$ cat config.mk
export PLATFORM = sky130hd
export DESIGN_NAME = sha256_round_sequencer
export DESIGN_NICKNAME = d
export VERILOG_FILES = /design/src/rtl/sha256_round_sequencer.sv
export SDC_FILE = /design/constraint.sdc
export NUM_CORES = 2
export LEC_CHECK = 0
export CORE_AREA = 2 2 617 619
export DETAILED_ROUTE_END_ITERATION = 6
export DIE_AREA = 0 0 619 621
export SLEW_MARGIN = 10
export SYNTH_ARGS = -nofsm -noshare
export SYNTH_HDL_FRONTEND = slang
export SYNTH_SLANG_ARGS = --single-unit
$ cat constraint.sdc
create_clock -name clk -period 109.3 [get_ports clk]
set_input_delay 21.86 -clock clk [delete_from_list [all_inputs] [get_ports clk]]
set_output_delay 21.86 -clock clk [all_outputs]
set_load 0.02 [all_outputs]
$ cat src/rtl/sha256_round_sequencer.sv
`default_nettype none
// ============================================================================
// Module   : sha256_round_sequencer
// Purpose  : Iterates one SHA-256 block over 64 rounds through an external
//            round datapath; expands W, holds a..h, forms the final digest.
// Revision : 1.0 - initial release
// ============================================================================
module sha256_round_sequencer #(
    parameter int ROUND_LAT = 0
) (
    input  logic         clk,
    input  logic         rst,
    input  logic         in_valid,
    output logic         in_ready,
    input  logic [511:0] in_block,
    input  logic [255:0] in_hash,
    output logic         rnd_start,
    output logic [5:0]   rnd_round,
    output logic [31:0]  rnd_w,
    output logic [255:0] rnd_hash,
    input  logic [255:0] rnd_hash_next,
    output logic         out_valid,
    input  logic         out_ready,
    output logic [255:0] out_digest,
    output logic         busy
);

    typedef enum logic [1:0] {
        S_IDLE = 2'd0,
        S_RUN  = 2'd1,
        S_ADD  = 2'd2,
        S_DONE = 2'd3
    } state_t;

    localparam logic [1:0] c_round_lat = ROUND_LAT[1:0];
    localparam logic [5:0] c_last_round = 6'd63;

    state_t         r_state;
    logic [5:0]     r_round;
    logic [1:0]     r_wait;
    logic [511:0]   r_window;
    logic [255:0]   r_work;
    logic [255:0]   r_chain;
    logic [255:0]   r_digest;
    logic           r_out_valid;
    logic           r_in_ready;
    logic           r_rnd_start;

    logic [31:0]    w_w0;
    logic [31:0]    w_w1;
    logic [31:0]    w_w9;
    logic [31:0]    w_w14;
    logic [31:0]    w_sig0;
    logic [31:0]    w_sig1;
    logic [31:0]    w_wn;
    logic           w_last_wait;
    logic [255:0]   w_sum;

    // The window always holds W[t..t+15]; word 0 sits in the top bits.
    assign w_w0  = r_window[511:480];
    assign w_w1  = r_window[479:448];
    assign w_w9  = r_window[223:192];
    assign w_w14 = r_window[63:32];

    assign w_sig0 = {w_w1[6:0], w_w1[31:7]} ^ {w_w1[17:0], w_w1[31:18]} ^ {3'b000, w_w1[31:3]};
    assign w_sig1 = {w_w14[16:0], w_w14[31:17]} ^ {w_w14[18:0], w_w14[31:19]} ^ {10'd0, w_w14[31:10]};
    assign w_wn   = w_sig1 + w_w9 + w_sig0 + w_w0;

    assign w_last_wait = (r_wait == c_round_lat);

    generate
        for (genvar i = 0; i < 8; i++) begin : g_add
            assign w_sum[32*i +: 32] = r_work[32*i +: 32] + r_chain[32*i +: 32];
        end
    endgenerate

    always_ff @(posedge clk or posedge rst) begin
        if (rst) begin
            r_state     <= S_IDLE;
            r_round     <= 6'd0;
            r_wait      <= 2'd0;
            r_window    <= '0;
            r_work      <= '0;
            r_chain     <= '0;
            r_digest    <= '0;
            r_out_valid <= 1'b0;
            r_in_ready  <= 1'b0;
            r_rnd_start <= 1'b0;
        end else begin
            case (r_state)
                S_IDLE: begin
                    r_in_ready  <= 1'b1;
                    r_rnd_start <= 1'b0;
                    if (in_valid && r_in_ready) begin
                        r_window    <= in_block;
                        r_work      <= in_hash;
                        r_chain     <= in_hash;
                        r_round     <= 6'd0;
                        r_wait      <= 2'd0;
                        r_in_ready  <= 1'b0;
                        r_rnd_start <= 1'b1;
                        r_state     <= S_RUN;
                    end
                end
                S_RUN: begin
                    if (!w_last_wait) begin
                        r_wait      <= r_wait + 2'd1;
                        r_rnd_start <= 1'b0;
                    end else begin
                        // Datapath result is only trusted on the last wait cycle.
                        r_work   <= rnd_hash_next;
                        r_window <= {r_window[479:0], w_wn};
                        r_wait   <= 2'd0;
                        if (r_round == c_last_round) begin
                            r_rnd_start <= 1'b0;
                            r_state     <= S_ADD;
                        end else begin
                            r_round     <= r_round + 6'd1;
                            r_rnd_start <= 1'b1;
                        end
                    end
                end
                S_ADD: begin
                    r_digest    <= w_sum;
                    r_out_valid <= 1'b1;
                    r_state     <= S_DONE;
                end
                S_DONE: begin
                    if (out_ready) begin
                        r_out_valid <= 1'b0;
                        r_in_ready  <= 1'b1;
                        r_state     <= S_IDLE;
                    end
                end
                default: r_state <= S_IDLE;
            endcase
        end
    end

    assign in_ready   = r_in_ready;
    assign rnd_start  = r_rnd_start;
    assign rnd_round  = r_round;
    assign rnd_w      = w_w0;
    assign rnd_hash   = r_work;
    assign out_valid  = r_out_valid;
    assign out_digest = r_digest;
    assign busy       = (r_state != S_IDLE);

endmodule
`default_nettype wire

After elaboration in Yosys (flattened, before gate mapping)
Index checks and enable logic that the tools add are counted.
{ "totals": {"rom_bits": 0, "latchBits": 0, "ramBits": 0, "memories": 0, "elab_cells": 77, "input_bits": 1028, "out_inout_bits": 554, "ff_bits": 1293} }
{ "classes": {"n_eq_ne": 9, "n_reduce_logical": 14, "magnitude_cmp": 0, "div": 0, "shifts": 0, "add_sub_neg": 13, "multipliers": 0, "mux": 27, "n_bitwise": 4} }
{ "op_table": {"columns": ["cell", "n"], "rows": [
  ["512-bit 2-to-1 mux", 2],
  ["512-bit one-hot mux with 2 select lines", 1],
  ["256-bit 2-to-1 mux", 2],
  ["256-bit one-hot mux with 2 select lines", 1],
  ["32-bit adder", 11],
  ["32-bit XOR", 2],
  ["32-bit by 22-bit XOR with 32-bit output", 1],
  ["32-bit by 29-bit XOR with 32-bit output", 1],
  ["6-bit 2-to-1 mux", 3],
  ["2-bit 2-to-1 mux", 6],
  ["6-bit one-hot mux with 2 select lines", 1],
  ["2-bit inequality test (second input constant)", 5],
  ["2-bit one-hot mux with 4 select lines", 1],
  ["2-bit AND reduction", 4],
  ["4-bit AND reduction", 2],
  ["2-bit nonzero test", 4],
  ["6-bit by 1-bit adder with 6-bit output (second input constant)", 1],
  ["6-bit == test (second input constant)", 1],
  ["1-bit 2-to-1 mux", 6],
  ["1-bit one-hot mux with 2 select lines", 3],
  ["2-bit == test (second input constant)", 2],
  ["2-bit logical NOT", 2],
  ["2-bit one-hot mux with 2 select lines", 1],
  ["3-bit AND reduction", 1],
  ["other kinds (3)", 3]
]} }

Logic depth before layout (Yosys ltp)
{ "depth": {"ltp_word": 7, "ltp_mapped": 18} }

Least setup slack after synthesis
Ideal clock, no wire load.
{ "synth_timing": {"path_type": "input to register", "from": "input port in_valid", "to": "register r_work[65], in the netlist rnd_hash[65]", "path_slack_ns": 85.577, "required_ns": 109.217, "arrival_time_ns": 23.641, "n_path_buf": 5, "path_stages": 11, "setup_time_ns": 0.083, "cell_sequence": "nand2_1 > nand2_1 > o21ai_0 > a21o_1 > clkbuf_1 > clkbuf_1 > clkbuf_1 > clkbuf_1 > buf_1 > nand2_1 > o21ai_0"} }
{ "synth_between": {"elab_chain_cells": 3} }
{ "synth_rtl": {"columns": ["item", "line_no", "text"], "rows": [
  ["from (decl)", "13", "input logic in_valid,"],
  ["1-bit logical AND", "94", "if (in_valid && r_in_ready) begin"],
  ["2-bit inequality test (no line)", null, null],
  ["3-bit AND reduction (no line)", null, null],
  ["to (signal assigned)", "96", "r_work <= in_hash;"],
  ["to (signal assigned)", "111", "r_work <= rnd_hash_next;"],
  ["to (decl)", "42", "logic [255:0] r_work;"]
]} }
Every way passes these cells.
A chain may end at the register's enable or synchronous reset.

==> summary.md <==
| Metric | Value |
|---|---|
| Critical-path cell list | clkdlybuf4s50_1, inv_8, buf_4, buf_4, buf_4, buf_12, buf_4, buf_4, buf_4 |
| CP Capture Point | rnd_hash[180]$_DFFE_PP0P_ |
| Detailed Route Iter0 Violations | 5176 |
| Post-cts resize count | 0 |
| Max-slew violations | 0 |
| Initial antenna violation count | 253 |
| Critical Path Stages | 9 |
| Max transition margin | 22.4% |
| Met1 WL | 167000 microns |
| CTS tree | built |
| Hold Path Class | reg2reg |
| CP dominant cell by count | buf_4 |
| Nets | 10100 |
| Area of the core | 378000 sq um |
| Synth Area in Adders | 7.07% |
| Top Layer Used | met5 |
| Avg Cell Area, Syn | 9.65 sq um |
| Synth top area cells | dfrtp_1 46%, mux2i_1 11%, nand2_1 9.1% |
| Drt pass-1 iters | 5 |
| Vias in the first global route | 58100 |
| Initial Utilization | 18.7% |
| Worst reg-to-reg setup slack | 102.89 ns |
| Drc violations | 0 |
| WL per Instance | 28.3 microns |
| Unrepaired setup endpoints after global routing | false |
| YS warnings | 0 |
| Skew final | 0.0860 ns |
| Hold slack final | 0.476 ns |
| CP max-delay cell | buf_4 |
| # fillers | 40700 |
| Max incr delay on CP | 0.82 ns |
| Compound-cell area share of the yosys netlist | 13.1% |
| Setup CP Type | in2async |
| Multiplexer area fraction after synthesis | 13.9% |
| Final ANT Viol Nets | 0 |
| Register area share after synthesis | 45.9% |
| Post-Syn Nets | 8686 |
| Final period util | 25.0% |
| Status | finished clean |
| I/O pins | 1582 |
| Maximum clock path buffer count | 4 |
| Gr usage total | 19.8% |
| Fmax | 0.0366 GHz |
| Fin area | 97400 sq um |
| Remaining Overflow, GRT | 0 |
| Post-CTS setup buffers | 0 |
| Worst Setup End Kind | async pin |
| TritonCTS Buffers | 164 |
| Post-Synth XOR/XNOR Area | 4.49% |
| CP startpoint | rst |
| Top cell type's share of synthesized area | 45.9% |
| Clock transition at path regs | 0.06 ns |
| Post-Synth Simple-Gate Area | 11.9% |
| Post-Route Setup TNS | 0 ns |
| FF+latch count, synth | 1293 |
| Post-synth top cells | 1712 x nand2_1, 1293 x dfrtp_1, 930 x o21ai_0 |
| Largest fanout on the critical path | 116 |
| Post-Syn Instances | 7302 |
| Clock sink count | 1293 |
| Post-Syn Area | 70500 sq um |
| Area of the multi-input gates | 35600 sq um |
| CP bufs+invs | 9 |
| RD Place Congestion | 1.00 |
| Dpl cell area | 91500 sq um |
| CTS Hold Bufs | 0 |
| Async S/R FF share, synth | 100% |
| Dpl hpwl | 331000 microns |
| Vias per cell | 4.38 |
| Synth Flop Type | dfrtp_1 |
| Max Cap Viol | 0 |
| Main combinational cell family by area after synthesis | multiplexers |
| Largest net degree at the start of global routing | 231 |
| Area Overhead vs Synth | 38.2% |
| Die X | 619 microns |
| Worst Path Arrival | 28.15 ns |
| Metal2 WL | 167000 microns |
| Die Y | 621 microns |
| Crit Reg-Reg Endpoint | rnd_hash[115]$_DFFE_PP0P_ |
| First-pass GRT wire length | 522000 microns |
| Cell variety after synth | 77 |
| # setup viols final | 0 |
| R2r worst-path depth | 12 |
| Register area | 32400 sq um |
| Site Rows | 226 |
| Synth area leader | dfrtp_1 |
| Startpoint types | input port |
| Worst EP required | 110.15 ns |
| Top-count cell post-synth | nand2_1 |
| Worst flop-to-flop path startpoint | r_state[0]$_DFFE_PP0P_ |
| Slew @ Worst Pin | 1.16 ns |
| Total Wirelength | 395000 microns |
| Share of layout cells above drive strength 1 | 6.35% |
| # H-tree levels | 4 |
| Clock Latency Late Sink | 0.85 ns |
| EDFF count, synth | 0 |
| Met3 WL | 45600 microns |
| Final min period | 27.30 ns |
| Die ar. | 384000 sq um |
| Routed vias | 61100 |
| Final Hold Vio Count | 0 |
| Clock Tree Root | clkbuf_16 |
| I/O Buffers | 1581 |
| Top delay family on crit path | buffers and inverters |
-- cell usage in the layout (no fill, tap or decap), drive strengths merged, types with 29 or more instances in the layout --
master | netlist | final
dfrtp | 1293 | 1293
o211ai | 29 | 29
nand3 | 47 | 47
clkbuf | 386 | 227
a211oi | 30 | 30
a31oi | 40 | 40
a21o | 129 | 129
o21bai | 29 | 29
nand2b | 29 | 29
a21oi | 257 | 257
nand2 | 1712 | 1712
buf | 50 | 71
clkinv | 0 | 34
nor2 | 124 | 124
ha | 286 | 286
inv | 221 | 227
xor2 | 135 | 135
mux2i | 760 | 760
diode | 0 | 116
o21ai | 932 | 932
fa | 70 | 70
xnor2 | 226 | 226
clkdlybuf4s50 | 0 | 1581
mux2 | 194 | 194
nor2b | 34 | 34
-- worst min path at each step --
stage / from / endpoint / slack (ns) / depth (start not counted)
floorplan: r_window[0]$_DFFE_PP0P_ / r_window[0]$_DFFE_PP0P_ / 0.45 / 2
global placement: r_window[16]$_DFFE_PP0P_ / r_window[16]$_DFFE_PP0P_ / 0.46 / 2
detailed placement: r_chain[235]$_DFFE_PP0P_ / r_chain[235]$_DFFE_PP0P_ / 0.47 / 2
CTS: r_chain[98]$_DFFE_PP0P_ / r_chain[98]$_DFFE_PP0P_ / 0.48 / 2
global route: r_chain[112]$_DFFE_PP0P_ / r_chain[112]$_DFFE_PP0P_ / 0.49 / 2
finish: r_chain[77]$_DFFE_PP0P_ / r_chain[77]$_DFFE_PP0P_ / 0.48 / 2
-- kinds of logic after synthesis --
group	after synthesis
multiplexers	954
adder cells (fa/ha/maj)	356
AO/OA/AOI/OAI	1603
flip-flops	1293
buffers and inverters	657
AND/OR/NAND/NOR	2078
XOR/XNOR	361
-- registers in the layout, summed over array words and instances, names as in the netlist --
name / cells
in_ready: 1
r_chain: 256
r_wait: 2
out_valid: 1
r_state: 2
rnd_start: 1
rnd_round: 6
rnd_hash: 256
r_window: 512
out_digest: 256
-- cell type report --
class | count | area share [%]
multi-input combinational | 5352 | 36.5
clock inverter | 65 | 1.04
clock buffer | 227 | 4.72
antenna | 116 | 0.298
sequential | 1293 | 33.2
tap | 5016 | 6.45
inverter | 221 | 0.862
timing repair buffer | 1652 | 16.9
-- stage by stage --
step / instances / worst slack, ns / util (%)
detailed placement: 13500 / 80.92 / 24.2
global route: 13900 / 81.15 / 25.7
CTS: 13800 / 81.88 / 25.7
floorplan: 7302 / 51.00 / -
global placement: 13500 / 80.95 / 24.2
finish: 13900 / 82.00 / 25.8
-- layer usage --
metal  up-vias  GRT usage (%)
li1      28000              -
met1     30000           25.5
met2      2328           29.3
met3       659           8.73
met4       142           6.81
met5         -              0
-- worst reg2reg max path: stages, from the launching register on --
cell	delay, ns
dfrtp_1	0.42
inv_1	0.16
ha_1	0.36
nand2_1	0.19
o21ai_2	0.09
buf_4	0.31
a21o_4	0.75
buf_4	0.76
buf_4	0.77
buf_4	0.63
buf_4	0.72
buf_4	0.84
o21ai_0	0.23
Power is left out: the tool's default activity adds up to more than one toggle a clock period on the data nets, which glitch-free logic cannot reach.
